==> config.mk <==
export PLATFORM = sky130hd
export DESIGN_NAME = sqrt_err_stats
export DESIGN_NICKNAME = d
export VERILOG_FILES = /design/src/rtl/sqrt_err_stats.sv
export SDC_FILE = /design/constraint.sdc
export NUM_CORES = 1
export LEC_CHECK = 0
export BUFFER_PORTS_ARGS = -buffer_cell sky130_fd_sc_hd__buf_2
export CAP_MARGIN = 20
export CORE_ASPECT_RATIO = 0.75
export CORE_MARGIN = 1.5
export CORE_UTILIZATION = 45
export CTS_CLUSTER_DIAMETER = 40
export CTS_CLUSTER_SIZE = 28
export DETAILED_ROUTE_END_ITERATION = 8
export PLACE_DENSITY = 0.84
export SLEW_MARGIN = 0
export SYNTH_ARGS = -nofsm -noshare
export SYNTH_HDL_FRONTEND = slang
export SYNTH_SLANG_ARGS = --single-unit
==> constraint.sdc <==
create_clock -name clk -period 2.1 [get_ports clk]
set_input_delay 0.315 -clock clk [delete_from_list [all_inputs] [get_ports clk]]
set_output_delay 0.315 -clock clk [all_outputs]
set_load 0.01 [all_outputs]
==> src/rtl/sqrt_err_stats.sv <==
// Per-frame statistics over (sample, sqrt error) pairs: error sum, max error
// with its sample, exact-square count and sample count, on a valid/ready port.
module sqrt_err_stats #(
  parameter int ASIZE     = 8,
  parameter int ESIZE     = 8,
  parameter int FRAME_LEN = 16,
  localparam int CW = $clog2(FRAME_LEN + 1),
  localparam int SW = ESIZE + $clog2(FRAME_LEN)
) (
  input  logic             clk,
  input  logic             rst,
  input  logic             in_valid,
  output logic             in_ready,
  input  logic [ASIZE-1:0] in_a,
  input  logic [ESIZE-1:0] in_err,
  input  logic             flush,
  output logic             out_valid,
  input  logic             out_ready,
  output logic [SW-1:0]    sum_err,
  output logic [ESIZE-1:0] max_err,
  output logic [ASIZE-1:0] max_err_a,
  output logic [CW-1:0]    exact_cnt,
  output logic [CW-1:0]    frame_cnt
);

  localparam logic [0:0] S_ACCUM = 1'b0;
  localparam logic [0:0] S_HOLD  = 1'b1;

  logic [0:0]       state_q, state_d;
  logic             ov_q, ov_d;
  logic [SW-1:0]    sum_q, sum_d;
  logic [ESIZE-1:0] max_q, max_d;
  logic [ASIZE-1:0] maxa_q, maxa_d;
  logic [CW-1:0]    exact_q, exact_d;
  logic [CW-1:0]    cnt_q, cnt_d;

  logic          accept;
  logic          max_load;
  logic          close;
  logic [CW-1:0] cnt_inc;

  assign accept   = in_valid & (state_q == S_ACCUM);
  assign cnt_inc  = cnt_q + CW'(accept);
  assign max_load = accept & ((cnt_q == '0) | (in_err > max_q));
  // flush closes only a non-empty frame, counting a same-cycle sample
  assign close    = (accept & (cnt_inc == CW'(FRAME_LEN)))
                  | (flush & (cnt_inc != '0));

  always_comb begin
    state_d = state_q;
    ov_d    = ov_q;
    sum_d   = sum_q;
    max_d   = max_q;
    maxa_d  = maxa_q;
    exact_d = exact_q;
    cnt_d   = cnt_q;
    unique case (state_q)
      S_ACCUM: begin
        if (accept) begin
          cnt_d = cnt_inc;
          sum_d = sum_q + SW'(in_err);
          if (in_err == '0) begin
            exact_d = exact_q + CW'(1);
          end
          if (max_load) begin
            max_d  = in_err;
            maxa_d = in_a;
          end
        end
        if (close) begin
          state_d = S_HOLD;
          ov_d    = 1'b1;
        end
      end
      S_HOLD: begin
        if (out_ready) begin
          state_d = S_ACCUM;
          ov_d    = 1'b0;
          sum_d   = '0;
          max_d   = '0;
          maxa_d  = '0;
          exact_d = '0;
          cnt_d   = '0;
        end
      end
      default: begin
        state_d = S_ACCUM;
        ov_d    = 1'b0;
      end
    endcase
  end

  always_ff @(posedge clk) begin
    if (rst) begin
      state_q <= S_ACCUM;
      ov_q    <= 1'b0;
      sum_q   <= '0;
      max_q   <= '0;
      maxa_q  <= '0;
      exact_q <= '0;
      cnt_q   <= '0;
    end else begin
      state_q <= state_d;
      ov_q    <= ov_d;
      sum_q   <= sum_d;
      max_q   <= max_d;
      maxa_q  <= maxa_d;
      exact_q <= exact_d;
      cnt_q   <= cnt_d;
    end
  end

  assign in_ready  = (state_q == S_ACCUM);
  assign out_valid = ov_q;
  assign sum_err   = sum_q;
  assign max_err   = max_q;
  assign max_err_a = maxa_q;
  assign exact_cnt = exact_q;
  assign frame_cnt = cnt_q;

endmodule

==> impl_metrics.csv, run 1 <==
group,metric,value,unit
outcome,outcome,"finished, final reports clean",
power_and_ir_drop,vdd.ir_drop.worst,461,uV
clock_tree,clk_pin_slew,80,ps
floorplanning,start_util,0.473,
grt,grt_max_degree,33,
logic_synthesis,synth_ff_type,"dfxtp_1",
timing,setup_viol,0,
clock_tree,clk_path_buf_depth,2,
setup_path,ff2ff_setup_slack,140,ps
floorplanning,die_x,86.1,um
grt,antenna_found_initial,0,
finish,multi_input_area,1400,um^2
finish,fin_util,0.587,
route,post_drt_wl_per_cell,14.8,um
placed_design,io_buffer_count,60,
route,route.detailed.drc,0,
logic_synthesis,synthArstFlopShare,0,
clock_tree,cts.root.buffer_cell,"clkbuf_8",
clock_tree,clk-insertion-delay-late,290,ps
grt,track_usage,0.221,
setup_path,worst_r2r_endpoint,"sum_err[8]$_SDFFE_PP0P_",
worst_hold_path,hold_path_startpoint,"rst",
timing,final.min_clock_period,1960,ps
logic_synthesis,netlist.area_leader.share,0.344,
timing,slew_violations,0,
clock_tree,cts-buffers-inserted,5,
route,wl,5970,um
logic_synthesis,synth_warnings,0,
logic_synthesis,yosysSeqAreaShare,0.344,
logic_synthesis,ys_ff_latch,40,
finish,area_delta_synth_final,24.2,%
grt,grt_pass1_vias,2147,
floorplanning,rows,22,
setup_path,crit_fanout,3,
power_and_ir_drop,power.density,794,nW/um^2
power_and_ir_drop,fin_total_pwr,2300,uW
worst_hold_path,holdPathEnd,"exact_cnt[0]$_SDFFE_PP0P_",
finish,fillers,430,
logic_synthesis,netlist_area,2330,um^2
power_and_ir_drop,p_leak,0.00130,uW
timing,finClkSkew,10.5,ps
timing,relSlewSlack,0.709,
finish,fin_nets,383,
worst_hold_path,min-delay-path-class,"input port to register",
placed_design,gp_congestion,0.793,
route,ant_nets,0,
logic_synthesis,synth_edf_count,0,
logic_synthesis,yosysUniqueCellTypes,46,
route,drtIter0Drc,181,
setup_path,rr_worst_depth,8,
route,vias,2287,
grt,grt_overflow_total,0,
setup_path,required,2340,ps
logic_synthesis,netlist_instances,273,
timing,timing.final.crit_share,0.935,
logic_synthesis,yosysTopAreaCell,"dfxtp_1",
setup_path,critical_path_arrival,2200,ps
clock_tree,clkSinkCount,40,
timing,tightest_slew,437,ps
route,dr.pass1.iters,4,
finish,antenna_cells,0,
timing,tns,0,ps
timing,worst_slack,137,ps
timing,hold_viol_final,0,
route,viasPerCell,5.67,
clock_tree,cts_tree,"built",
setup_path,cp-start-kind,"register",
setup_path,critical_path_class,"register to register",
setup_path,end_kind,"register",
floorplanning,io_pins,61,
worst_hold_path,hold_depth,2,
timing,fmax,509,MHz
floorplanning,fp.dieH,65.3,um
placed_design,dp_hpwl,4350,um
floorplanning,die_area,5620,um^2
logic_synthesis,syn-num-nets,314,
placed_design,dp_slack,-17.7,ps
logic_synthesis,syn_avg_cell_area,8.53,um^2
floorplanning,core-area,4930,um^2
run,drv_cap,0,
finish,seq_area,802,um^2
clock_tree,holdBufCountCts,0,
setup_path,timing.rr.start,"sum_err[0]$_SDFFE_PP0P_",
clock_tree,htreeDepth,2,
logic_synthesis,synthTopCellsByArea,"dfxtp_1 (34%), ha_1 (10%), o32ai_1 (6.0%)",
finish,drive_gt1_frac,0.286,
grt,grt_pass1_wl,9790,um
==> layer usage <==
metal / GRT usage / share of wire / vias up
li1: - / - / 1123
met1: 0.284 / 0.45 / 1060
met2: 0.358 / 0.45 / 92
met3: 0.0578 / 0.085 / 12
met4: 0.0786 / 0.016 / 0
met5: 0 / 0 / -
==> placed cells by master (no fill, tap or decap), types with 4 or more instances in the layout <==
master / count
clkbuf_8: 5
dfxtp_1: 39
o32ai_1: 16
buf_2: 60
xor2_1: 6
a21oi_1: 16
nand4_1: 6
ha_1: 16
nor2_1: 26
inv_1: 27
a22oi_1: 6
a21o_1: 4
o211ai_1: 5
buf_4: 13
nor3_1: 6
nand2b_1: 20
o21ai_0: 7
nand3_1: 6
nand2_1: 9
==> where the power goes <==
part | switching, uW | internal (uW) | total [uW]
combinational | 422 | 318 | 741
sequential | 81.5 | 847 | 928
clock | 276 | 353 | 629
total | 779 | 1520 | 2300
==> worst max-delay path, stage by stage (launching register included) <==
cell and delay [ps]:
dfxtp_1 360, ha_2 200, inv_1 50, fa_1 370
nand2b_1 180, a21oi_2 150, o211ai_1 130, a2111oi_2 320
nand3b_1 150
==> registers in the layout (all words and copies together), names as in the netlist <==
name,count
frame_cnt,5
max_err_a,8
state_q,1
sum_err,12
max_err,8
exact_cnt,5
out_valid,1
==> final cells by class <==
| class | instances | share of cell area |
|---|---|---|
| Timing Repair Buffer | 73 | 0.138 |
| Clock inverter | 2 | 0.0121 |
| Clock buffer | 6 | 0.0251 |
| Sequential cell | 40 | 0.277 |
| Tap cell | 60 | 0.0260 |
| Inverter | 29 | 0.0376 |
| Multi-Input combinational cell | 193 | 0.484 |
==> repair_timing <==
action,4_1_cts,5_1_grt
buffers inserted,0,1
gates resized for setup,0,10
endpoints found under the setup margin,0,3
==> cell usage after synthesis (all sizes together) (3+ instances only) <==
library cell / count
o211ai: 5
a21oi: 17
a21o: 4
dfxtp: 40
nand4: 6
o32ai: 16
nor3: 6
nor2: 26
buf: 8
nand3b: 3
ha: 19
nand3: 7
nor4: 4
clkbuf: 3
nand2: 11
o21ai: 9
inv: 29
nor2b: 4
nand2b: 20
xor2: 6
a22oi: 6
==> cell families (layout without fill, tap and decap cells) <==
group | Yosys count | count (layout) | share of synthesized area
xor gates and xnor gates | 8 | 8 | 0.0301
DFF | 40 | 40 | 0.344
and+or+nand+nor | 92 | 92 | 0.210
AOI/OAI and AO/OA | 71 | 71 | 0.219
adders and majority gates | 20 | 20 | 0.111
muxes | 2 | 2 | 0.0113
buffers and inverters | 40 | 110 | 0.0752
==> how the worst max path moves through the flow <==
stage / start / endpoint / slack (ps)
finish: sum_err[0]$_SDFFE_PP0P_ / sum_err[8]$_SDFFE_PP0P_ / 140
global route: sum_err[0]$_SDFFE_PP0P_ / sum_err[8]$_SDFFE_PP0P_ / -30
CTS: sum_err[0]$_SDFFE_PP0P_ / sum_err[8]$_SDFFE_PP0P_ / 40
detailed placement: in_err[0] / sum_err[8]$_SDFFE_PP0P_ / -20
global placement: in_err[0] / sum_err[8]$_SDFFE_PP0P_ / 90
floorplan: state_q$_SDFF_PP0_ / out_valid$_SDFFE_PP0P_ / 20
==> per-stage QoR <==
step,std cells,instance area [um^2],hold WS [ps]
2_1_floorplan,273,2340,473
3_3_place_gp,394,2740,436
3_5_place_dp,394,2740,442
4_1_cts,402,2840,247
5_1_grt,403,2890,276
6_report,403,2890,264
No activity file was read; power rests on OpenSTA's default activity.
==> run 2, diff against run 1 <==
--- a/config.mk
+++ b/config.mk
@@ -9,11 +9,11 @@
 export CAP_MARGIN = 20
 export CORE_ASPECT_RATIO = 0.75
 export CORE_MARGIN = 1.5
-export CORE_UTILIZATION = 45
+export CORE_UTILIZATION = 30
 export CTS_CLUSTER_DIAMETER = 40
 export CTS_CLUSTER_SIZE = 28
 export DETAILED_ROUTE_END_ITERATION = 8
-export PLACE_DENSITY = 0.84
+export PLACE_DENSITY = 0.64
 export SLEW_MARGIN = 0
 export SYNTH_ARGS = -nofsm -noshare
 export SYNTH_HDL_FRONTEND = slang
==> constraint.sdc (replaced) <==
create_clock -name clk -period 1.59 [get_ports clk]
set_input_delay 0.2385 -clock clk [delete_from_list [all_inputs] [get_ports clk]]
set_output_delay 0.2385 -clock clk [all_outputs]
set_load 0.01 [all_outputs]
==> run 2 against run 1 <==
  * Via count grew 8.7%
  * Largest cell class unchanged
  * Clock-buffer cell count unchanged
  * Setup slack got worse by 390 ps
  * Die area increased by 48%
  * Critical path depth unchanged
  * Hold slack worse by 54 ps
  * The flow now finishes with violations (setup timing)
  * Maximum frequency rose by 6.2%
==> impl_metrics.csv, run 2 (synthesized netlist as in run 1, its figures left out) <==
group,metric,value,unit
clock_tree,holdBufCountCts,0,
timing,setup_viol,25,
setup_path,rr_worst_depth,8,
setup_path,required,1830,ps
floorplanning,io_pins,61,
finish,fillers,713,
setup_path,timing.rr.start,"sum_err[0]$_SDFFE_PP0P_",
route,dr.pass1.iters,4,
worst_hold_path,min-delay-path-class,"input port to register",
power_and_ir_drop,p_leak,0.00166,uW
clock_tree,clk-insertion-delay-late,300,ps
clock_tree,cts-buffers-inserted,5,
timing,finClkSkew,7.82,ps
grt,antenna_found_initial,0,
route,post_drt_wl_per_cell,14.6,um
power_and_ir_drop,vdd.ir_drop.worst,432,uV
setup_path,critPathTopFamily,"compound AO/OA/AOI/OAI gates",
setup_path,cp-start-kind,"register",
run,drv_cap,0,
timing,tightest_slew,375,ps
grt,grt_overflow_total,0,
finish,seq_area,816,um^2
setup_path,critical_path_arrival,2080,ps
setup_path,worst_r2r_endpoint,"sum_err[8]$_SDFFE_PP0P_",
placed_design,placed_cells,474,
finish,multi_input_area,1730,um^2
placed_design,dp_slack,-312,ps
finish,area_delta_synth_final,61.5,%
finish,fin_util,0.506,
clock_tree,htreeDepth,2,
outcome,violations,"setup timing",
timing,hold_viol_final,0,
route,ant_nets,0,
clock_tree,clk_path_buf_depth,2,
setup_path,crit_chain,"ha_4, inv_2, fa_2, nand2b_4, a21oi_4, o211ai_1, a2111oi_0, nand3b_1",
clock_tree,clkSinkCount,40,
worst_hold_path,holdPathEnd,"max_err_a[7]$_SDFFE_PP0P_",
finish,final_cell_mix,"buf_2 (60), buf_4 (57), dfxtp_1 (30)",
grt,grt_max_degree,19,
setup_path,critical_path_class,"register to register",
timing,tns,-2350,ps
finish,final_common_cell,"buf_2",
finish,largest_reg_flops,12,
setup_path,end_kind,"register",
worst_hold_path,hold_path_startpoint,"in_a[7]",
clock_tree,cts.root.buffer_cell,"clkbuf_8",
timing,relSlewSlack,0.750,
timing,timing.final.crit_share,1.16,
power_and_ir_drop,power.density,964,nW/um^2
grt,grt_pass1_wl,11900,um
route,viasPerCell,5.03,
finish,drive_gt1_frac,0.501,
timing,rsz0062_at_grt,"yes",
timing,fmax,541,MHz
setup_path,ff2ff_setup_slack,-260,ps
setup_path,slowest_stage,"dfxtp_4",
floorplanning,die_x,105,um
route,wl,7200,um
placed_design,io_buffer_count,60,
floorplanning,rows,27,
setup_path,slowest_delay,360,ps
placed_design,dp_hpwl,5100,um
route,vias,2485,
floorplanning,start_util,0.313,
grt,grt_pass1_vias,2461,
timing,final.min_clock_period,1850,ps
timing,slew_violations,0,
route,route.detailed.drc,0,
outcome,outcome,"finished with violations",
floorplanning,die_area,8300,um^2
power_and_ir_drop,fin_total_pwr,3630,uW
timing,worst_slack,-258,ps
setup_path,crit_fanout,2,
setup_path,critPathBufInv,1,
finish,antenna_cells,0,
floorplanning,core-area,7430,um^2
clock_tree,cts_tree,"built",
grt,track_usage,0.180,
placed_design,gp_congestion,0.830,
finish,fin_nets,433,
floorplanning,fp.dieH,79.3,um
route,drtIter0Drc,125,
worst_hold_path,hold_depth,3,
finish,stdcell_count,494,
clock_tree,clk_pin_slew,90,ps
-- run 2: cell count changes in the layout (fill, tap and decap cells not counted), moves of 3 or more --
cell	change
buf_4	+44
o32ai_1	-16
o32ai_2	+15
dfxtp_1	-9
ha_4	+9
dfxtp_2	+8
ha_1	-7
a21oi_1	-6
a21oi_2	+5
buf_12	+3
-- run 2: power by group --
part / switching (uW) / internal, uW
logic: 728 / 758
registers: 108 / 1120
clock network: 393 / 514
total: 1230 / 2400
-- run 2: metal layers --
layer / track usage / vias up / share of wire
met2: 0.294 / 61 / 0.45
met4: 0.0534 / 0 / 0.012
met3: 0.0320 / 8 / 0.045
li1: - / 1225 / -
met1: 0.243 / 1191 / 0.49
met5: 0 / - / 0
-- run 2: layout make-up --
class / instances / area share
repair buffers: 123 / 0.227
inverters: 29 / 0.0303
clock buffers: 6 / 0.0220
well taps: 101 / 0.0336
clock inverters: 2 / 0.0103
flip-flops and latches: 40 / 0.217
multi-input cells: 193 / 0.460
-- run 2: worst max path at each step --
stage / startpoint / endpoint / cells after the start
floorplan: state_q$_SDFF_PP0_ / state_q$_SDFF_PP0_ / 12
global placement: in_err[0] / sum_err[8]$_SDFFE_PP0P_ / 9
detailed placement: in_err[0] / sum_err[8]$_SDFFE_PP0P_ / 9
CTS: state_q$_SDFF_PP0_ / state_q$_SDFF_PP0_ / 10
global route: state_q$_SDFF_PP0_ / state_q$_SDFF_PP0_ / 10
finish: sum_err[0]$_SDFFE_PP0P_ / sum_err[8]$_SDFFE_PP0P_ / 8
-- run 2: what timing repair did --
action,in CTS,in global routing
gates cloned,2,0
pin swaps,11,11
buffers inserted,7,4
setup endpoints to repair,25,36
resized for setup,31,12
-- run 2: metrics by stage --
| stage | hold WS [ps] | instance area, um^2 |
|---|---|---|
| final | 211 | 3760 |
| after global routing | 211 | 3760 |
| after CTS | 205 | 3680 |
| after detailed placement | 451 | 3280 |
| after global placement | 447 | 3280 |
| after floorplan | 397 | 2510 |
-- run 2: tightest hold or removal path: cells and delay by family --
family,cells,cell delay [ps]
buffers and inverters,2,150
AO/OA/AOI/OAI,1,80
